### config.mk
export PLATFORM = sky130hd
export DESIGN_NAME = reg_file
export DESIGN_NICKNAME = d
export VERILOG_FILES = /design/src/rtl/cpu_pkg.sv /design/src/rtl/reg_file_rd_port.sv /design/src/rtl/reg_file.sv
export SDC_FILE = /design/constraint.sdc
export NUM_CORES = 1
export LEC_CHECK = 0
export BUFFER_PORTS_ARGS = -buffer_cell sky130_fd_sc_hd__buf_2
export CORE_UTILIZATION = 57
export CTS_BUF_LIST = sky130_fd_sc_hd__clkbuf_8
export CTS_CLUSTER_DIAMETER = 200
export DETAILED_ROUTE_END_ITERATION = 6
export GPL_TIMING_DRIVEN = 0
export PLACE_DENSITY = 0.81
export SETUP_SLACK_MARGIN = 0.5
export SYNTH_ARGS = -nofsm -noshare
export SYNTH_HDL_FRONTEND = slang
export SYNTH_SLANG_ARGS = --single-unit
### constraint.sdc
create_clock -name clk -period 1.47 [get_ports clk]
set_clock_uncertainty 0.05 [all_clocks]
set_input_delay 0.147 -clock clk [delete_from_list [all_inputs] [get_ports clk]]
set_output_delay 0.147 -clock clk [all_outputs]
set_load 0.005 [all_outputs]
### src/rtl/cpu_pkg.sv
// Shared definitions for the 8-bit CPU datapath.
// The data-select mux, the ALU and reg_file all use these defaults and typedefs,
// so the blocks agree on word width and register address width.
// No ports (package).
package cpu_pkg;

    localparam int CPU_DATA_WIDTH = 8;
    localparam int CPU_ADDR_WIDTH = 2;
    localparam int CPU_NUM_REGS   = 1 << CPU_ADDR_WIDTH;

    typedef logic [CPU_DATA_WIDTH-1:0] data_t;
    typedef logic [CPU_ADDR_WIDTH-1:0] addr_t;

endpackage

### src/rtl/reg_file_rd_port.sv
// One combinational read port of the register file.
// It selects a stored word and then applies two overrides:
//   - forwarding: a write to the same address in this cycle wins (BYPASS=1);
//   - hard-wired zero: address 0 always reads 0 (ZERO_REG=1). This is applied
//     last, so it also wins over forwarding.
// Ports:
//   rst_n    in  : active-low reset; forwarding is suppressed while it is low
//   wr_en    in  : write enable of the write port
//   wr_addr  in  : write address
//   wr_data  in  : write data
//   addr     in  : read address for this port
//   regs     in  : storage array, one word per register
//   data     out : the selected word after the overrides
module reg_file_rd_port
    import cpu_pkg::*;
#(
    parameter int DATA_WIDTH = CPU_DATA_WIDTH,
    parameter int ADDR_WIDTH = CPU_ADDR_WIDTH,
    parameter int BYPASS     = 1,
    parameter int ZERO_REG   = 0
) (
    input  logic                  rst_n,
    input  logic                  wr_en,
    input  logic [ADDR_WIDTH-1:0] wr_addr,
    input  logic [DATA_WIDTH-1:0] wr_data,
    input  logic [ADDR_WIDTH-1:0] addr,
    input  logic [DATA_WIDTH-1:0] regs [1 << ADDR_WIDTH],
    output logic [DATA_WIDTH-1:0] data
);

    logic fwd_hit;

    // A write that reset will block must not be forwarded either, so the
    // read shows the stored value while rst_n is low.
    assign fwd_hit = (BYPASS != 0) && wr_en && rst_n && (addr == wr_addr);

    always_comb begin
        data = regs[addr];
        if (fwd_hit) begin
            data = wr_data;
        end
        if ((ZERO_REG != 0) && (addr == '0)) begin
            data = '0;
        end
    end

endmodule

### src/rtl/reg_file.sv
// General-purpose register file for the 8-bit CPU datapath.
// One synchronous write port, fed by the data-select mux, and two
// combinational read ports for the ALU operands. A per-register mask records
// which registers were written since the last reset.
// Ports:
//   clk        in  : system clock, all state changes on the rising edge
//   rst_n      in  : synchronous active-low reset; clears storage and mask,
//                    and blocks any write in the same cycle
//   wr_en      in  : write enable
//   wr_addr    in  : destination register
//   wr_data    in  : write data, stored verbatim
//   rd_addr_a  in  : read port A address
//   rd_addr_b  in  : read port B address
//   rd_data_a  out : read port A data (0-cycle latency)
//   rd_data_b  out : read port B data (0-cycle latency)
//   written    out : bit i set once register i has been written since reset
module reg_file
    import cpu_pkg::*;
#(
    parameter int DATA_WIDTH = CPU_DATA_WIDTH,
    parameter int ADDR_WIDTH = CPU_ADDR_WIDTH,
    parameter int BYPASS     = 1,
    parameter int ZERO_REG   = 0
) (
    input  logic                         clk,
    input  logic                         rst_n,
    input  logic                         wr_en,
    input  logic [ADDR_WIDTH-1:0]        wr_addr,
    input  logic [DATA_WIDTH-1:0]        wr_data,
    input  logic [ADDR_WIDTH-1:0]        rd_addr_a,
    input  logic [ADDR_WIDTH-1:0]        rd_addr_b,
    output logic [DATA_WIDTH-1:0]        rd_data_a,
    output logic [DATA_WIDTH-1:0]        rd_data_b,
    output logic [(1<<ADDR_WIDTH)-1:0]   written
);

    localparam int NUM_REGS = 1 << ADDR_WIDTH;

    logic [DATA_WIDTH-1:0] regs [NUM_REGS];
    logic                  wr_fire;

    // With a hard-wired zero register, writes to address 0 are dropped
    // entirely, so neither the storage nor the written mask changes.
    assign wr_fire = wr_en && !((ZERO_REG != 0) && (wr_addr == '0));

    always_ff @(posedge clk) begin
        if (!rst_n) begin
            for (int i = 0; i < NUM_REGS; i++) begin
                regs[i] <= '0;
            end
            written <= '0;
        end else if (wr_fire) begin
            regs[wr_addr]    <= wr_data;
            written[wr_addr] <= 1'b1;
        end
    end

    reg_file_rd_port #(
        .DATA_WIDTH (DATA_WIDTH),
        .ADDR_WIDTH (ADDR_WIDTH),
        .BYPASS     (BYPASS),
        .ZERO_REG   (ZERO_REG)
    ) u_port_a (
        .rst_n   (rst_n),
        .wr_en   (wr_en),
        .wr_addr (wr_addr),
        .wr_data (wr_data),
        .addr    (rd_addr_a),
        .regs    (regs),
        .data    (rd_data_a)
    );

    reg_file_rd_port #(
        .DATA_WIDTH (DATA_WIDTH),
        .ADDR_WIDTH (ADDR_WIDTH),
        .BYPASS     (BYPASS),
        .ZERO_REG   (ZERO_REG)
    ) u_port_b (
        .rst_n   (rst_n),
        .wr_en   (wr_en),
        .wr_addr (wr_addr),
        .wr_data (wr_data),
        .addr    (rd_addr_b),
        .regs    (regs),
        .data    (rd_data_b)
    );

endmodule

**After elaboration in Yosys (flattened, before gate mapping)**

Cells that the tools add are included.

- Flip-flop bits (word level): 36
- Latch bits: 0
- Bits in writable memories: 0
- Bits in read-only memories: 0
- Bits of input ports: 17
- Output and inout bits: 20
- Logic and storage cells: 35
- Memories: 0

- Add/sub/neg operators: 0
- Multiply operators: 0
- Divide/modulo/power cells: 0
- $lt $le $gt $ge: 6
- Eq/ne operators: 2
- Shift-type cells: 0
- Muxes and demuxes: 13
- Bitwise gates (word level): 4
- Reductions and logical operators: 5

Operators by type and width:

| kind | count |
|---|---|
| 2-to-1 mux 8 bit | 7 |
| binary-select mux 8 bit (select 2 bit) | 2 |
| bitwise mux 32 bit | 1 |
| demux 8 bit (select 2 bit) | 1 |
| >= comparator 3 bit (second input constant) | 3 |
| inverter 2 -> 3 bit | 3 |
| logical AND 1 bit | 5 |
| equality test 2 bit | 2 |
| OR 4 bit | 1 |
| < comparator 2 x 3 -> 1 bit (second input constant) | 1 |
| < comparator 3 x 1 -> 1 bit (second input constant) | 1 |
| demux 1 bit (select 2 bit) | 1 |
| >= comparator 2 x 1 -> 1 bit (second input constant) | 1 |
| 2-to-1 mux 1 bit | 1 |

**Depth between registers and ports, before layout**

Gate-level depths: netlist (run 1).

- Word-level depth: 6
- Gate-level depth with buffers: 5
- Depth with buffers taken out: 3

**Modules after synthesis**

From an unflattened synthesis (run 1), not the netlist that was laid out.

- Cell total of the unflattened synthesis: 173
- Area, all modules: 2,038.2 um^2

Modules (own cells, without submodules):

| module | instances | cells each | area each (um^2) | sequential area each (um^2) |
|---|---|---|---|---|
| reg_file | 1 | 129 | 1,315.0 | 720.7 |
| reg_file_rd_port | 2 | 22 | 361.6 | 0.0 |

**Worst setup path after synthesis (run 1)**

No wires, ideal clock.

- Path kind: input to output
- Start: input port wr_addr[0]
- End: output port rd_data_b[0]
- Arrival time: 1.147 ns
- Required time: 1.273 ns
- Path slack: 0.126 ns
- Stages: 4
- Buffers on the path: 1
- Cells stage by stage: buf_6 -> xor2_2 -> nor3_4 -> mux2_2

- Word-level cells in the longest chain between the ends: 3

Ends and longest elaborated chain:

| what | line | RTL |
|---|---|---|
| start, declared | reg_file.sv:28 | `input logic [ADDR_WIDTH-1:0] wr_addr,` |
| equality test 2 bit | reg_file_rd_port.sv:35 | `assign fwd_hit = (BYPASS != 0) && wr_en && rst_n && (addr == wr_addr);` |
| logical AND 1 bit | reg_file_rd_port.sv:35 |  |
| 2-to-1 mux 8 bit | reg_file_rd_port.sv:39 | `if (fwd_hit) begin` |
| end, declared | reg_file.sv:33 | `output logic [DATA_WIDTH-1:0] rd_data_b,` |

No other way between the ends.

**Worst setup path in the final report (run 1)**

- Start: register regs[5] (netlist bit)
- End: output port rd_data_b[5]

- Word-level cells in the longest chain between the ends: 4

Ends and longest elaborated chain:

| what | line | RTL |
|---|---|---|
| start, declared | reg_file.sv:39 | `logic [DATA_WIDTH-1:0] regs [NUM_REGS];` |
| start signal, assigned by index | reg_file.sv:53 | `regs[wr_addr] <= wr_data;` |
| binary-select mux 8 bit (select 2 bit) | reg_file_rd_port.sv:38 | `data = regs[addr];` |
| 2-to-1 mux 8 bit (not written as such) (2 in a row) | reg_file_rd_port.sv:38 |  |
| 2-to-1 mux 8 bit | reg_file_rd_port.sv:39 |  |

No other way between the ends. The select of a mux whose other input is x is not followed.

==> results of run 1 <==
layer usage:
| metal | up-vias | track usage (%) |
|---|---|---|
| li1 | 695 | - |
| met1 | 722 | 34.0 |
| met2 | 33 | 41.5 |
| met3 | 4 | 6.30 |
| met4 | 0 | 7.94 |
| met5 | - | 0 |
worst max path at each step:
stage	slack, ps	from	cells after the start	to
after floorplan	130	wr_addr[0]	4	rd_data_b[0]
after global placement	-210	rd_addr_a[1]	5	rd_data_a[4]
after detailed placement	-260	rd_addr_a[1]	5	rd_data_a[4]
after CTS	-210	regs[5]	3	rd_data_a[5]
after global routing	-260	regs[5]	3	rd_data_b[5]
final	-210	regs[5]	3	rd_data_b[5]
registers in the layout, summed over array words and instances (netlist names):
name,flops
written,4
regs,32
Yosys cell counts:
master	number	area (sq um)
dfxtp_1	36	721
mux2i_1	24	240
nor2b_1	24	150
nand2_1	17	63.8
mux2_2	16	180
mux4_2	15	338
a21boi_0	10	75.1
buf_2	5	25.0
clkbuf_1	4	15.0
buf_6	3	33.8
xor2_1	3	26.3
inv_1	2	7.51
nand3b_1	2	15.0
nor3_4	2	32.5
o21a_1	2	15.0
and3_2	1	7.51
buf_4	1	7.51
clkbuf_2	1	5.00
mux4_1	1	26.3
nand3_1	1	5.00
nor3b_1	1	7.51
xor2_2	1	16.3
power by group through the flow:
stage               Combinational (mW)  Clock, mW  Sequential, mW
global placement                 0.324          0            1.05
detailed placement               0.333          0            1.06
global route                     0.399      0.723            1.04
finish                           0.371      0.655            1.04
CTS                              0.341      0.668            1.03
floorplan                        0.231          0            1.05
placed cells by master (no fill, tap or decap), drive strengths merged:
cell    instances
a21boi         10
and3            1
buf            43
clkbuf         10
clkinv          1
dfxtp          36
inv             3
mux2           16
mux2i          24
mux4           16
nand2          17
nand3           1
nand3b          2
nor2b          24
nor3            2
nor3b           1
o21a            2
xor2            4
metrics by stage:
step	setup WS, ps	hold slack, ps	cell area, sq um
finish	-212	105	2440
global placement	-212	391	2240
CTS	-205	90.4	2350
floorplan	132	242	2040
detailed placement	-257	403	2240
global route	-261	110	2440
worst max-delay path: cells and delay by family (launching register included):
family | cells | cell delay [ps]
DFF | 1 | 320
muxes | 2 | 760
buffers and inverters | 1 | 120
cell type report:
| class | count | area share (%) |
|---|---|---|
| multi-input cells | 120 | 50.1 |
| flip-flops and latches | 36 | 30.2 |
| well taps | 46 | 2.35 |
| clock inverters | 2 | 0.358 |
| clock buffers | 5 | 2.81 |
| repair buffers | 34 | 9.52 |
| inverters | 2 | 0.307 |
| plain buffers | 14 | 4.30 |
repair_timing:
| item | in CTS | in global routing |
|---|---|---|
| setup buffers | 4 | 1 |
| gates cloned | 0 | 0 |
| pin swaps | 2 | 0 |
| hold buffers | 0 | 0 |
| gates resized for setup | 11 | 20 |
| setup endpoints to repair | 16 | 16 |
cell families after synthesis:
logic type / synth area share (%)
buffers and inverters: 4.66
DFF: 35.8
AOI/OAI and AO/OA: 4.47
and+or+nand+nor: 14.0
xor gates and xnor gates: 2.11
muxes: 39.0
==> out/qor.txt, run 1 <==
crit path DAT - 1480 ps
clock sinks - 36
run status - complete, but fails checks
Internal Dissipation - 1.53 mW
pwr dens - 844 nW/um^2
number of warnings reported in the yosys synthesis log - 0
NetSw - 0.531 mW
non-filler cells, final - 259
area delta synth->final - 21.4%
latest clock arrival within the worst-skew pair - 290 ps
crit-path cells - mux4_2, mux2_4, buf_6
worst flop-to-flop path endpoint - regs[12]
vertical die dimension - 61.4 microns
total global routing overflow - 0
number of levels the H-tree was split into - 2
# Max-Cap Violations - 0
Hold Vio Cnt, Final - 0
die area - 3770 sq um
routed length on met2 - 2320 microns
worst hold path cell count - 3
violations in the final reports - negative setup slack
via density per instance - 5.61
width of the die - 61.4 microns
buffer levels on the longest clock path - 2
cell at the root of the clock tree - clkbuf_8
end of the worst hold path - regs[0]
uppermost routed layer - met4
number of nets still failing antenna checks after routing - 0
class of the tightest hold or removal check - in -> reg
maximum number of pins on one net before global-route repair - 11
CP peak stage delay - 470 ps
final total power - 2.06 mW
maximum clock frequency - 595 MHz
Reg power frac - 50.3%
element type at the critical path start - flip-flop
distinct cell type count after synthesis - 22
count of port buffers added during placement - 29
met1 wire length - 2020 microns
total number of vias - 1454
diode count - 0
final wirelength - 4510 microns
number of detailed-route iterations in the first pass - 4
startpoint of the lowest-slack hold path - wr_data[0]
filler instances - 265
nets in the synthesized netlist - 189
total of flip-flops plus latches after synthesis - 36
TritonCTS clock tree - done
Worst Path Max Fanout - 3
per-cell routed wire length - 17.4 microns
combinational power share - 18.0%
pins over their slew limit - 0
Sequential cell area - 739 sq um
via count of the first global-routing pass - 1378
post-layout min period - 1680 ps
unrepaired setup endpoints after global routing - yes
routed length on met3 - 142 microns
clock transition at the register clock pins on the worst setup and hold paths after CTS - 70 ps
final setup vio count - 16
Routability Congestion - 0.754
Inserted Clock Buffers - 5
multi-input combinational cell area - 1220 sq um
# placed instances - 247
layout cell share with drive strength beyond 1 - 47.9%
Placement Rows - 21
area of the core region - 3360 sq um
total negative slack for setup checks - -3120 ps
transition time at the pin with the least slew margin - 421 ps
Total Nets Final - 230
DRC violation count after routing - 0
data required time at the worst endpoint - 1270 ps
post-layout util - 72.7%
peak supply drop - 0.000598 V
class of the most critical setup path - reg -> out
leakage power - 1.05 nW
effective utilization at floorplan - 59.9%
switching power share of the total - 25.7%
Crit-path slowest cell - mux4_2
max_slew headroom - 72.0%
GRT Resource Usage Total - 25.6%
clock share of power - 31.8%
cell area after technology mapping - 2010 sq um
share of the cycle needed by the critical path after routing - 114%
detailed-placement wirelength estimate - 2920 microns
cells on worst reg2reg path - 3
worst setup slack for register-to-register paths - 690 ps
critical path capture point type - primary output
Top-Level Pins - 37
DRT iter0 DRCs - 71
initial antenna violation count - 0
mean instance size in the synthesized netlist - 11.7 sq um
wire length of the first global-routing pass - 6650 microns
final setup margin - -212 ps
reg-to-reg startpoint - regs[12]
Syn Inst Count - 172
post-synthesis sequential area ratio - 35.8%
No activity file was read; power rests on OpenSTA's default activity.
==> run 2: changes to the inputs <==
--- a/config.mk
+++ b/config.mk
@@ -15,4 +15,5 @@
 export SETUP_SLACK_MARGIN = 0.5
 export SYNTH_ARGS = -nofsm -noshare
 export SYNTH_HDL_FRONTEND = slang
+export SYNTH_HIERARCHICAL = 1
 export SYNTH_SLANG_ARGS = --single-unit
==> run 2 against run 1 <==
Against the previous run:
- the run still ends with negative setup slack left
- die area rose by 1.2%
- sequential share of layout area fell by 0.38 points
- global-route usage rose by 1.8 points
- wire length rose by 10%
- synthesized cell count rose by 0.58%
- critical path depth did not move
- maximum frequency fell by 0.85%
- worst hold slack improved by 55 ps
- core utilization rose by 0.84 points
- area after synthesis rose by 1.2%
- critical path type unchanged
- critical endpoint is now rd_data_a[5]
==> out/qor.txt, run 2 <==
peak supply drop - 0.000651 V
element type at the critical path start - flip-flop
Placement Rows - 21
Total Nets Final - 235
most used standard cells in the synthesized netlist - 42 x nand2_1, 36 x dfxtp_1, 32 x mux2i_1
number of nets still failing antenna checks after routing - 0
# Max-Cap Violations - 0
pwr dens - 833 nW/um^2
dominant combinational cell family by area after synthesis - multiplexers
non-filler cells, final - 264
per-cell routed wire length - 18.9 microns
share of synthesized registers carrying an async set or reset - 0%
transition time at the pin with the least slew margin - 335 ps
initial antenna violation count - 0
parity-gate share of the synthesized area counting xor and xnor cells - 2.46%
maximum number of pins on one net before global-route repair - 11
post-layout util - 73.5%
run status - complete, but fails checks
commonest non-fill, non-tap cell in the layout - nand2_1
area delta synth->final - 22.3%
violations in the final reports - negative setup slack
max_slew headroom - 77.7%
DRT iter0 DRCs - 80
layout cell share with drive strength beyond 1 - 51.8%
width of the die - 61.8 microns
post-synthesis share of cell area spent on full adders, half adders and majority gates - 0%
distinct cell type count after synthesis - 17
critical path capture point type - primary output
post-synthesis sequential area ratio - 35.4%
number of enable flip-flop cells after synthesis - 0
latest clock arrival within the worst-skew pair - 280 ps
largest area contributor in the synthesized netlist - dfxtp_1
area of the core region - 3390 sq um
final wirelength - 4980 microns
leakage power - 1.19 nW
via density per instance - 5.88
unrepaired setup endpoints after global routing - yes
cell area after technology mapping - 2040 sq um
clock transition at the register clock pins on the worst setup and hold paths after CTS - 70 ps
Worst Path Max Fanout - 3
filler instances - 238
post-synthesis simple-gate area fraction - 10.7%
proportion of netlist area held by the largest area contributor - 35.4%
register containing the most flip-flops in the final layout - regs
cell at the root of the clock tree - clkbuf_8
largest registers - regs (32), written (4)
DRC violation count after routing - 0
Sequential cell area - 744 sq um
flip-flop count of the largest register after layout - 32
diode count - 0
die area - 3820 sq um
Top-Level Pins - 37
TritonCTS clock tree - done
final setup margin - -226 ps
commonest cells after routing, fill and taps aside - 42 x nand2_1, 32 x mux2i_1, 28 x buf_2
# placed instances - 251
number of detailed-route iterations in the first pass - 4
post-layout min period - 1700 ps
total number of vias - 1553
via count of the first global-routing pass - 1481
number of levels the H-tree was split into - 2
total global routing overflow - 0
class of the tightest hold or removal check - in -> reg
multiplexer share of the synthesized area - 45.2%
detailed-placement wirelength estimate - 3170 microns
pins over their slew limit - 0
flip-flop cell with the highest count after synthesis - dfxtp_1
Hold Vio Cnt, Final - 0
cells taking the most area after synthesis - dfxtp_1 35%, mux4_1 21%, mux2i_1 16%
share of the cycle needed by the critical path after routing - 115%
multi-input combinational cell area - 1220 sq um
nets in the synthesized netlist - 190
count of port buffers added during placement - 32
vertical die dimension - 61.8 microns
effective utilization at floorplan - 60.1%
clock sinks - 36
Inserted Clock Buffers - 5
buffer levels on the longest clock path - 2
mean instance size in the synthesized netlist - 11.8 sq um
data required time at the worst endpoint - 1270 ps
most frequent cell after synthesis - nand2_1
number of warnings reported in the yosys synthesis log - 6
pre-CTS WS - -276 ps
GRT Resource Usage Total - 27.3%
total of flip-flops plus latches after synthesis - 36
final total power - 2.07 mW
wire length of the first global-routing pass - 7160 microns
class of the most critical setup path - reg -> out
Routability Congestion - 0.825
final setup vio count - 16
crit path DAT - 1500 ps
Syn Inst Count - 173
count of hold buffers inserted by post-cts repair - 0
maximum clock frequency - 590 MHz
Compound-Gate Fraction of Synth Area - 1.47%
==> run 2: what timing repair did <==
| action | 4_1_cts | 5_1_grt |
|---|---|---|
| pin swaps | 2 | 0 |
| gates resized for setup | 41 | 17 |
| setup endpoints to repair | 24 | 25 |
| buffers inserted | 6 | 0 |
==> run 2: stage by stage <==
stage                     hold WS [ps]  TNS (ps)  area, sq um
after CTS                          151     -3080         2430
final                              160     -3140         2490
after global placement             378     -3940         2300
after floorplan                    300         0         2080
after global routing               169     -3660         2490
after detailed placement           383     -3930         2300
==> run 2: critical path, stage by stage, from the launching register on <==
cell and delay (ps):
dfxtp_2 330, mux4_2 470, mux2_4 290, buf_6 120
==> run 2: layout make-up <==
class	instances	share of cell area (%)
Multi-Input combinational cell	120	48.9
Sequential cell	36	29.9
Timing Repair Buffer	38	11.0
Buffer	13	4.17
Clock buffer	5	2.76
Tap cell	46	2.31
Inverter	4	0.602
Clock inverter	2	0.351
==> run 2: report_power, final <==
part / internal (mW) / switching (mW)
combinational: 0.208 / 0.183
clock: 0.315 / 0.327
sequential: 1.02 / 0.0262
==> run 2: path summary, 6_finish.rpt <==
check | start | end | slack [ps] | cells after the start
setup / recovery | regs[5] | rd_data_a[5] | -230 | 3
hold / removal | wr_data[7] | regs[23] | 160 | 3
setup reg to reg | regs[6] | regs[6] | 730 | 3
hold reg to reg | written[1] | written[1] | 390 | 2
==> run 2: cell families after synthesis <==
family	after synthesis
and+or+nand+nor	48
AOI/OAI and AO/OA	4
xor gates and xnor gates	4
muxes	64
buffers and inverters	17
DFF	36
==> run 2: metal layers <==
metal | GRT usage (%) | part of all wire [%] | wire length (microns) | vias to the layer above
met1 | 33.9 | 42 | 2120 | 786
met4 | 10.8 | 1.9 | 93 | 0
met5 | 0 | 0 | 0 | -
met2 | 46.7 | 52 | 2570 | 56
met3 | 5.59 | 4.1 | 204 | 10
li1 | - | - | - | 701
